**config.mk**
```make
export PLATFORM = sky130hd
export DESIGN_NAME = mod_acc_2011
export DESIGN_NICKNAME = d
export VERILOG_FILES = /design/src/rtl/mod_acc_2011.sv
export SDC_FILE = /design/constraint.sdc
export NUM_CORES = 1
export LEC_CHECK = 0
export CAP_MARGIN = 40
export CORE_ASPECT_RATIO = 1.2
export CORE_UTILIZATION = 60
export DETAILED_ROUTE_END_ITERATION = 8
export PLACE_DENSITY = 0.9
export RECOVER_POWER = 50
export SETUP_SLACK_MARGIN = 0.1
export SKIP_LAST_GASP = 1
export SLEW_MARGIN = 25
export SYNTH_ARGS = -nofsm -noshare
export SYNTH_HDL_FRONTEND = slang
export SYNTH_SLANG_ARGS = --single-unit
```
**constraint.sdc**
```tcl
create_clock -name clk -period 9 [get_ports clk]
set_input_delay 1.8 -clock clk [delete_from_list [all_inputs] [get_ports clk]]
set_output_delay 1.8 -clock clk [all_outputs]
set_load 0.02 [all_outputs]
```
**src/rtl/mod_acc_2011.sv**
```systemverilog
// Streaming modulo-MOD accumulator: sums one partial residue per beat, emits frame residue.
// Optional input range reduction and error flag enabled by defining MOD_ACC_RANGE_CHECK_EN.
module mod_acc_2011 #(
  parameter int MOD    = 2011,
  parameter int W      = 11,
  parameter int NCHUNK = 84,
  parameter int CW     = 7
) (
  input  logic          clk,
  input  logic          rst_n,
  input  logic          s_valid,
  output logic          s_ready,
  input  logic [W-1:0]  s_data,
  input  logic          s_last,
  output logic          m_valid,
  input  logic          m_ready,
  output logic [W-1:0]  m_data,
  output logic [CW-1:0] m_beats,
  output logic          m_err
);

  // state | meaning
  // IDLE  | no frame in progress, accumulator treated as zero
  // ACC   | frame open, at least one beat summed
  // DONE  | result held on m_*, input stalled until output handshake
  typedef enum logic [1:0] {IDLE, ACC, DONE} state_t;

  state_t        state, state_nxt;
  logic [W-1:0]  acc, acc_base, acc_next, d;
  logic [W:0]    sum;
  logic [CW-1:0] cnt, cnt_base;
  logic          beat, closing;

  assign s_ready  = (state != DONE);
  assign m_valid  = (state == DONE);
  assign beat     = s_valid & s_ready;
  assign acc_base = (state == IDLE) ? '0 : acc;
  assign cnt_base = (state == IDLE) ? '0 : cnt;
  assign closing  = s_last | (cnt_base == CW'(NCHUNK - 1));

`ifdef MOD_ACC_RANGE_CHECK_EN
  logic in_bad, err_flag;
  // A single subtraction suffices because 2*MOD exceeds the input range.
  assign in_bad = (s_data >= W'(MOD));
  assign d      = in_bad ? s_data - W'(MOD) : s_data;

  always_ff @(posedge clk or negedge rst_n) begin
    if (!rst_n) begin
      err_flag <= 1'b0;
      m_err    <= 1'b0;
    end else if (state == DONE) begin
      if (m_ready) err_flag <= 1'b0;
    end else if (beat) begin
      err_flag <= err_flag | in_bad;
      if (closing) m_err <= err_flag | in_bad;
    end
  end
`else
  assign d     = s_data;
  assign m_err = 1'b0;
`endif

  assign sum      = {1'b0, acc_base} + {1'b0, d};
  assign acc_next = (sum >= (W+1)'(MOD)) ? W'(sum - (W+1)'(MOD)) : W'(sum);

  always_ff @(posedge clk or negedge rst_n) begin
    if (!rst_n) state <= IDLE;
    else        state <= state_nxt;
  end

  always_comb begin
    state_nxt = state;
    case (state)
      IDLE, ACC: if (beat) state_nxt = closing ? DONE : ACC;
      DONE:      if (m_ready) state_nxt = IDLE;
      default:   state_nxt = IDLE;
    endcase
  end

  always_ff @(posedge clk or negedge rst_n) begin
    if (!rst_n) begin
      acc     <= '0;
      cnt     <= '0;
      m_data  <= '0;
      m_beats <= '0;
    end else if (state == DONE) begin
      if (m_ready) begin
        acc <= '0;
        cnt <= '0;
      end
    end else if (beat) begin
      acc <= acc_next;
      cnt <= cnt_base + CW'(1);
      if (closing) begin
        m_data  <= acc_next;
        m_beats <= cnt_base + CW'(1);
      end
    end
  end

endmodule

```
==> run summary, run 1 <==
outcome -> finished with violations
failing checks -> capacitance limit, slew limit
clk slew on worst S/H paths -> 0.07 ns
Skew-Pair Late Insertion Delay -> 0.30 ns
DIE AREA -> 0.00495 sq mm
Detailed Place HPWL -> 5070 um
Leakage -> 1.41 nW
actual slew at the worst max-slew pin -> 1.70 ns
final setup TNS -> 0 ns
commonest non-fill, non-tap cells in the layout -> 41 x nand2_1, 38 x dfrtp_1, 26 x o21ai_0
fin. max-slew vios -> 33
antenna violations before repair -> 0
vias per cell -> 6.50
max cap viols -> 1
ys flop type -> dfrtp_1
layout cells sized above 1 -> 7.45%
IO Pins -> 37
postcts setup bufs -> 0
root buffer cell -> clkbuf_8
number of buffers created by CTS -> 5
Avg WL per Cell -> 17.8 um
Iter 0 DRT Violations -> 195
Finish-stage setup viols -> 0
Post-Syn Nets -> 347
antenna fix cells -> 0
initial core utilization -> 64.3%
max_slew headroom -> -13.2%
power consumption -> 0.00107 W
first-pass GRT wire length -> 12500 um
Total GRT Usage -> 32.2%
CTS tree -> done
Max H-tree Level -> 2
multi-input logic area -> 0.00175 sq mm
register area share after synthesis -> 33.9%
Flop pwr share -> 24.7%
Peak VDD IR -> 0.239 mV
via count -> 2632
post-layout instance area -> 0.00331 sq mm
post-placement cell count -> 396
number of nets in the layout -> 378
largest net degree at the start of global routing -> 39
final worst-path cycle share -> 52.4%
Max Clk Rate -> 212 MHz
hold buffer count at cts -> 0
Detailed Routing Iterations Pass 1 -> 5
Fillers -> 321
Gate Count Post-Synth -> 317
HP Class -> flop to flop
Worst EP arrival -> 4.91 ns
vias in the first global route -> 2689
Core Area -> 0.00436 sq mm
site row count -> 26
Mapped Area -> 0.00280 sq mm
register area -> 951 sq um
CTS Sinks -> 38
Setup Skew -> 0.00622 ns
Port-buffer cells -> 35
Net Switching -> 0.000473 W
placed instance area -> 0.00316 sq mm
Longest Clk Path Bufs -> 2
FFs w/ async S/R, synth -> 100%
YS warnings -> 0
GP Congestion -> 0.929
Antenna Nets Post-Route -> 0
Die Wd -> 64.4 um
required time of the critical path -> 9.19 ns
Cell Pwr Density -> 323 mW/mm^2
RSZ-0062 raised after global routing -> no
total wire length -> 7220 um
Die Y -> 76.9 um
cts repair resizes -> 0
total grt overflow -> 0
Logic pwr share -> 58.3%
commonest non-fill, non-tap cell in the layout -> nand2_1
Post-synth EDFFs -> 0
Cell Int Power -> 0.000596 W
Clk network pwr share -> 17.0%
area growth from synthesis to layout -> 18.0%
Sw Ratio -> 44.3%
count of different cell masters after synthesis -> 65
Fin. Hold Viols -> 0
DRC -> 0
CP Capture Type -> flop
number of synthesized register bits -> 38
CP startpoint kind -> primary input
synthesized area per cell -> 8.84 sq um
highest net fanout along the worst path -> 6
crit path kind -> primary input to flop
minimum clock period -> 4.72 ns
Finished Layout Cells -> 405
## metrics by stage
stage	utilization (%)	setup WS [ns]	hold WS, ns
final	75.8	4.28	0.480
after global routing	75.8	4.08	0.507
after CTS	75.8	4.31	0.482
after detailed placement	72.5	4.00	0.466
after global placement	72.5	4.11	0.459
after floorplan	-	4.67	0.442
## worst max-delay path: stages
cell and delay, ns:
clkdlybuf4s50_1 0.41, ha_1 0.26, fa_1 0.47, xor2_1 0.30, o22ai_1 0.18, nand4b_1 0.25, a211oi_2 0.38, a31oi_1 0.26
o31a_1 0.31, mux2_2 0.27
## registers in the layout (all words and copies together), names as in the netlist
name,count
cnt,7
m_data,11
state,2
acc,11
m_beats,7
## cell usage after synthesis, types with 4 or more instances
cell / n / area [sq um]
ha_1: 13 / 163
xor2_1: 7 / 61.3
a21o_1: 4 / 30.0
clkbuf_1: 8 / 30.0
a22o_1: 6 / 52.6
o31ai_1: 7 / 52.6
o211ai_1: 4 / 30.0
nor3_1: 4 / 20.0
a31oi_1: 7 / 43.8
nor2_1: 21 / 78.8
o21ai_0: 26 / 130
nand4_1: 5 / 31.3
inv_1: 10 / 37.5
and2_1: 19 / 119
dfrtp_1: 38 / 951
nand3_1: 7 / 35.0
a21oi_1: 14 / 70.1
mux2i_1: 4 / 40.0
nand2_1: 41 / 154
## cell families after synthesis
logic type | count (synthesis) | synth area share, %
mux | 7 | 2.64
simple gates | 113 | 20.0
compound gates | 111 | 30.0
buf+inv | 23 | 3.62
fa+ha+maj | 14 | 6.52
other cells | 1 | 0.134
flops | 38 | 33.9
xor+xnor | 10 | 3.13
## final timing paths
path | from | cells after the start | end | slack [ns]
worst max-delay path | s_data[0] | 10 | m_data[6]$_DFFE_PN0P_ | 4.28
worst min-delay path | m_beats[3]$_DFFE_PN0P_ | 2 | m_beats[3]$_DFFE_PN0P_ | 0.48
worst max register to register | state[0]$_DFFE_PN0P_ | 11 | m_data[6]$_DFFE_PN0P_ | 5.14
worst min register to register | m_beats[3]$_DFFE_PN0P_ | 2 | m_beats[3]$_DFFE_PN0P_ | 0.48
max in group asynchronous | rst_n | 2 | acc[10]$_DFFE_PN0P_ | 5.72
min in group asynchronous | rst_n | 1 | m_beats[2]$_DFFE_PN0P_ | 1.38
## power by group through the flow
stage | Clock (W) | Sequential [W] | Combinational [W]
3_5_place_dp | 0 | 0.000266 | 0.000607
2_1_floorplan | 0 | 0.000290 | 0.000415
4_1_cts | 0.000183 | 0.000264 | 0.000619
5_1_grt | 0.000191 | 0.000270 | 0.000678
3_3_place_gp | 0 | 0.000265 | 0.000593
6_report | 0.000181 | 0.000264 | 0.000623
## metal layers
metal | GRT usage [%] | up-vias | part of all wire [%]
li1 | - | 1245 | -
met1 | 38.4 | 1271 | 41
met2 | 56.8 | 100 | 52
met3 | 5.36 | 16 | 4.9
met4 | 12.4 | 0 | 1.9
met5 | 0 | - | 0
## area by class of cell
class                      count  share of cell area [%]
multi-input combinational    256                    52.9
timing repair buffer          37                    10.7
clock inverter                 2                    1.82
clock buffer                   6                    2.50
sequential                    38                    28.8
tap                           56                    2.12
inverter                      10                    1.14
Note: power is estimated with default switching activity, not from simulation.
==> inputs of run 2 (changes only) <==
--- a/config.mk
+++ b/config.mk
@@ -7,9 +7,9 @@
 export LEC_CHECK = 0
 export CAP_MARGIN = 40
 export CORE_ASPECT_RATIO = 1.2
-export CORE_UTILIZATION = 60
+export CORE_UTILIZATION = 56
 export DETAILED_ROUTE_END_ITERATION = 8
-export PLACE_DENSITY = 0.9
+export PLACE_DENSITY = 0.85
 export RECOVER_POWER = 50
 export SETUP_SLACK_MARGIN = 0.1
 export SKIP_LAST_GASP = 1
==> constraint.sdc (replaced) <==
create_clock -name clk -period 4.9 [get_ports clk]
set_input_delay 0.98 -clock clk [delete_from_list [all_inputs] [get_ports clk]]
set_output_delay 0.98 -clock clk [all_outputs]
set_load 0.02 [all_outputs]
==> run 2 against run 1 <==
Against the previous run: critical path depth increased by 1; highest routed layer unchanged; combinational power up 83%; hold slack worse by 0.0042 ns; clock power is 48% higher; clock skew up 0.0028 ns; cell count grew 0.99%; power is 77% higher; flip-flop and latch count unchanged; the flow now finishes without violations; sequential share of layout area grew 0.076 points; global-route usage down 4.2 points; utilization fell by 5.6 points; register-to-register slack got worse by 4.3 ns.
==> run summary, run 2 (synthesis results as in run 1) <==
antenna fix cells -> 0
Core Area -> 0.00470 sq mm
hold buffer count at cts -> 0
Iter 0 DRT Violations -> 151
vias per cell -> 6.27
DIE AREA -> 0.00529 sq mm
Setup Skew -> 0.00906 ns
initial core utilization -> 59.7%
Finished Layout Cells -> 409
minimum clock period -> 4.07 ns
number of nets in the layout -> 380
RSZ-0062 raised after global routing -> no
CP startpoint kind -> flop
clk slew on worst S/H paths -> 0.08 ns
Fin. Hold Viols -> 0
reg2reg path depth -> 11
actual slew at the worst max-slew pin -> 1.28 ns
total wire length -> 6930 um
buffer and inverter count on the worst path -> 0
Port-buffer cells -> 35
number of buffers created by CTS -> 5
Detailed Routing Iterations Pass 1 -> 4
worst hold start -> m_beats[1]$_DFFE_PN0P_
Worst path slowest cell -> or2_0
Worst EP arrival -> 4.25 ns
CTS Sinks -> 38
max_slew headroom -> 14.4%
commonest non-fill, non-tap cell in the layout -> nand2_1
area growth from synthesis to layout -> 17.7%
layout cells sized above 1 -> 7.69%
commonest non-fill, non-tap cells in the layout -> 41 x nand2_1, 38 x dfrtp_1, 26 x o21ai_0, 26 x clkdlybuf4s50_1, 21 x nor2_1
Detailed Place HPWL -> 5150 um
root buffer cell -> clkbuf_8
highest net fanout along the worst path -> 16
Antenna Nets Post-Route -> 0
CP Depth -> 11
Die Wd -> 66.6 um
cts repair resizes -> 0
Total GRT Usage -> 28.0%
placed instance area -> 0.00320 sq mm
total grt overflow -> 0
post-layout instance area -> 0.00330 sq mm
Max H-tree Level -> 2
Peak VDD IR -> 0.350 mV
Skew-Pair Late Insertion Delay -> 0.30 ns
Crit path max-delay family -> simple AND/OR/NAND/NOR gates
CP Capture Type -> flop
largest net degree at the start of global routing -> 26
vias in the first global route -> 2438
GP Congestion -> 0.922
final worst-path cycle share -> 83.0%
final setup TNS -> 0 ns
CP Cell Sequence -> or2_0 > and2_1 > ha_1 > fa_1 > and3_1 > o21ai_0 > nand4b_1 > a211oi_2 > a31oi_1 > o31a_1 > mux2_2
postcts setup bufs -> 0
outcome -> finished, final reports clean
HP Class -> flop to flop
Cell Pwr Density -> 572 mW/mm^2
hold depth -> 2
Longest Clk Path Bufs -> 2
IO Pins -> 37
Regs by FF count -> acc x11, m_data x11
site row count -> 27
fin. max-slew vios -> 0
setup slack, reg-to-reg -> 0.83 ns
crit path kind -> flop to flop
CTS tree -> done
RR Startpoint -> state[0]$_DFFE_PN0P_
Finish-stage setup viols -> 0
Worst Hold Path EP -> m_beats[1]$_DFFE_PN0P_
post-placement cell count -> 400
Leakage -> 1.42 nW
Fillers -> 383
Avg WL per Cell -> 16.9 um
Max Clk Rate -> 246 MHz
Reg2Reg Capture Point -> m_data[6]$_DFFE_PN0P_
DRC -> 0
first-pass GRT wire length -> 11300 um
CP max stage delay -> 0.55 ns
Die Y -> 79.5 um
antenna violations before repair -> 0
required time of the critical path -> 5.08 ns
max cap viols -> 0
via count -> 2563
[run 2: area by class of cell]
cell class                      instances  area (sq um)  area share [%]
Clock buffer                            5          68.8            2.09
Clock inverter                          3          40.0            1.21
Inverter                               10          37.5            1.14
Multi-Input combinational cell        256          1750            53.1
Sequential cell                        38           951            28.8
Tap cell                               58          72.6            2.20
Timing Repair Buffer                   39           378            11.5
[run 2: power breakdown]
| part | total [W] | internal, W | switching, W |
|---|---|---|---|
| Sequential | 0.000481 | 0.000417 | 0.0000636 |
| Clock | 0.000268 | 0.000150 | 0.000118 |
| Combinational | 0.00114 | 0.000468 | 0.000670 |
| Total | 0.00189 | 0.00104 | 0.000851 |
[run 2: worst reg2reg max path, stage by stage, from the launching register on]
cell      delay (ns)
dfrtp_1         0.42
or2_0           0.55
and2_1          0.33
ha_1            0.23
fa_1            0.48
and3_1          0.23
o21ai_0         0.32
nand4b_1        0.18
a211oi_2        0.38
a31oi_1         0.27
o31a_1          0.31
mux2_2          0.27
[run 2: how the worst max path moves through the flow]
stage	startpoint	end	slack (ns)
6_report	state[0]$_DFFE_PN0P_	m_data[6]$_DFFE_PN0P_	0.83
4_1_cts	s_data[0]	m_data[6]$_DFFE_PN0P_	1.02
5_1_grt	state[1]$_DFFE_PN0P_	acc[2]$_DFFE_PN0P_	0.60
3_3_place_gp	s_data[0]	m_data[6]$_DFFE_PN0P_	0.84
3_5_place_dp	s_data[0]	m_data[6]$_DFFE_PN0P_	0.71
2_1_floorplan	s_data[0]	acc[4]$_DFFE_PN0P_	1.39
[run 2: through the flow]
stage	hold slack, ns	total power [W]	worst slack, ns	util, %
6_report	0.476	0.00189	0.831	70.2
4_1_cts	0.485	0.00188	1.02	70.4
2_1_floorplan	0.442	0.00129	1.39	-
3_5_place_dp	0.467	0.00161	0.713	68.1
3_3_place_gp	0.459	0.00159	0.843	67.5
5_1_grt	0.501	0.00201	0.603	70.2
[run 2: per-layer routing]
metal  global-route usage (%)  share of wire [%]  vias to the layer above
met5                        0                  0                        -
met4                     10.0                2.5                        0
met3                     3.14                4.9                       19
met2                     47.4                 49                       94
met1                     36.6                 43                     1204
li1                         -                  -                     1246
==> inputs of run 3 (changes only) <==
--- a/config.mk
+++ b/config.mk
@@ -7,9 +7,9 @@
 export LEC_CHECK = 0
 export CAP_MARGIN = 40
 export CORE_ASPECT_RATIO = 1.2
-export CORE_UTILIZATION = 56
+export CORE_UTILIZATION = 50
 export DETAILED_ROUTE_END_ITERATION = 8
-export PLACE_DENSITY = 0.85
+export PLACE_DENSITY = 0.8
 export RECOVER_POWER = 50
 export SETUP_SLACK_MARGIN = 0.1
 export SKIP_LAST_GASP = 1
==> constraint.sdc (replaced) <==
create_clock -name clk -period 3.3 [get_ports clk]
set_input_delay 0.66 -clock clk [delete_from_list [all_inputs] [get_ports clk]]
set_output_delay 0.66 -clock clk [all_outputs]
set_load 0.02 [all_outputs]
==> run 3 against run 2 <==
Against the previous run: the run now ends with capacitance limit, slew limit left; count of clock-buffer cells in the layout rose by 1; power rose by 94%; global-route usage rose by 1.1 points; critical endpoint is now m_data[7]$_DFFE_PN0P_.
==> run summary, run 3 (synthesis results as in run 1) <==
post-layout instance area -> 0.00410 sq mm
failing checks -> capacitance limit, slew limit
Crit path max-delay family -> compound AO/OA/AOI/OAI gates
Worst EP arrival -> 3.44 ns
hold buffer count at cts -> 0
Fillers -> 374
buffer and inverter count on the worst path -> 0
Flop pwr share -> 19.8%
DRC -> 0
Setup Skew -> 0.00525 ns
commonest non-fill, non-tap cells in the layout -> 65 x buf_4, 41 x nand2_1, 38 x dfrtp_1
crit path kind -> flop to flop
minimum clock period -> 3.25 ns
layout cells sized above 1 -> 32.3%
final setup TNS -> 0 ns
Net Switching -> 0.00161 W
number of buffers created by CTS -> 5
Worst path slowest cell -> fa_2
total wire length -> 8540 um
Leakage -> 1.77 nW
clk slew on worst S/H paths -> 0.08 ns
antenna fix cells -> 0
Finish-stage setup viols -> 0
via count -> 2989
Regs by FF count -> acc x11, m_data x11
Clk network pwr share -> 9.3%
register area -> 951 sq um
final worst-path cycle share -> 98.6%
fin. max-slew vios -> 30
Antenna Nets Post-Route -> 0
max_slew headroom -> -4.74%
placed instance area -> 0.00375 sq mm
Max H-tree Level -> 2
CTS tree -> done
RSZ-0062 raised after global routing -> yes
Avg WL per Cell -> 17.9 um
Sw Ratio -> 43.9%
Port-buffer cells -> 35
Die Wd -> 70.3 um
HP Class -> primary input to asynchronous set/reset pin
Cell Int Power -> 0.00205 W
site row count -> 29
initial core utilization -> 52.5%
outcome -> finished with violations
CTS Sinks -> 38
GP Congestion -> 0.910
Hold Slack -> 0.290 ns
vias in the first global route -> 2939
max cap viols -> 1
Total GRT Usage -> 29.1%
Skew-Pair Late Insertion Delay -> 0.29 ns
commonest non-fill, non-tap cell in the layout -> buf_4
CP Capture Type -> flop
CP startpoint kind -> flop
Detailed Routing Iterations Pass 1 -> 5
Max Clk Rate -> 307 MHz
Iter 0 DRT Violations -> 228
antenna violations before repair -> 0
highest net fanout along the worst path -> 7
Peak VDD IR -> 0.553 mV
total grt overflow -> 0
first-pass GRT wire length -> 13700 um
most frequent cell on the critical path -> ha_4
DIE AREA -> 0.00591 sq mm
Fin. Hold Viols -> 0
required time of the critical path -> 3.49 ns
CP Cell Sequence -> or2_4 > and2_4 > ha_4 > fa_2 > ha_4 > o22ai_2 > nand4b_1 > a211oi_4 > a31o_4 > a31oi_4 > mux2_4
Core Area -> 0.00533 sq mm
Cell Pwr Density -> 894 mW/mm^2
Detailed Place HPWL -> 5870 um
CP max stage delay -> 0.57 ns
root buffer cell -> clkbuf_8
area growth from synthesis to layout -> 46.2%
multi-input logic area -> 0.00207 sq mm
number of nets in the layout -> 444
Longest Clk Path Bufs -> 2
largest net degree at the start of global routing -> 39
actual slew at the worst max-slew pin -> 1.57 ns
Die Y -> 84.0 um
IO Pins -> 37
Logic pwr share -> 70.9%
vias per cell -> 6.27
-- run 3: layout make-up --
| type | count | area share (%) |
|---|---|---|
| Clock inverter | 2 | 0.305 |
| Timing Repair Buffer | 103 | 21.2 |
| Inverter | 10 | 0.916 |
| Tap cell | 62 | 1.89 |
| Sequential cell | 38 | 23.2 |
| Clock buffer | 6 | 2.02 |
| Multi-Input combinational cell | 256 | 50.5 |
-- run 3: worst paths after layout --
| kind | start | end | slack (ns) | cells past startpoint |
|---|---|---|---|---|
| setup reg to reg | state[0]$_DFFE_PN0P_ | m_data[7]$_DFFE_PN0P_ | 0.05 | 11 |
| min in group clk | acc[0]$_DFFE_PN0P_ | acc[0]$_DFFE_PN0P_ | 0.49 | 2 |
| hold reg to reg | acc[0]$_DFFE_PN0P_ | acc[0]$_DFFE_PN0P_ | 0.49 | 2 |
| setup / recovery | state[0]$_DFFE_PN0P_ | m_data[7]$_DFFE_PN0P_ | 0.05 | 11 |
| max in group asynchronous | rst_n | m_data[10]$_DFFE_PN0P_ | 1.19 | 2 |
| hold / removal | rst_n | m_data[1]$_DFFE_PN0P_ | 0.29 | 1 |
-- run 3: stage by stage --
step                instances  power [W]  setup slack [ns]  utilization, %
finish                    477    0.00366            0.0467            76.8
global placement          457    0.00291            -0.239            70.3
floorplan                 317    0.00211           0.00878               -
CTS                       472    0.00342            0.0589            74.2
detailed placement        457    0.00296            -0.291            70.3
global route              477    0.00387           -0.0560            76.8
-- run 3: power groups by stage --
| stage | clock [W] | combinational, W | sequential, W |
|---|---|---|---|
| after floorplan | 0 | 0.00132 | 0.000792 |
| after global placement | 0 | 0.00219 | 0.000725 |
| after detailed placement | 0 | 0.00223 | 0.000729 |
| after CTS | 0.000340 | 0.00236 | 0.000721 |
| after global routing | 0.000361 | 0.00276 | 0.000742 |
| final | 0.000339 | 0.00259 | 0.000727 |
-- run 3: per-layer routing --
metal | track usage [%] | vias up | part of all wire, %
met1 | 37.1 | 1438 | 40
met3 | 3.86 | 35 | 6.0
met2 | 49.2 | 142 | 50
met4 | 12.0 | 0 | 3.3
met5 | 0 | - | 0
li1 | - | 1374 | -
-- run 3: what timing repair did --
action,in CTS,in global routing
setup endpoints to repair,17,22
pin swaps,11,12
setup buffers,7,4
gates resized for setup,16,24
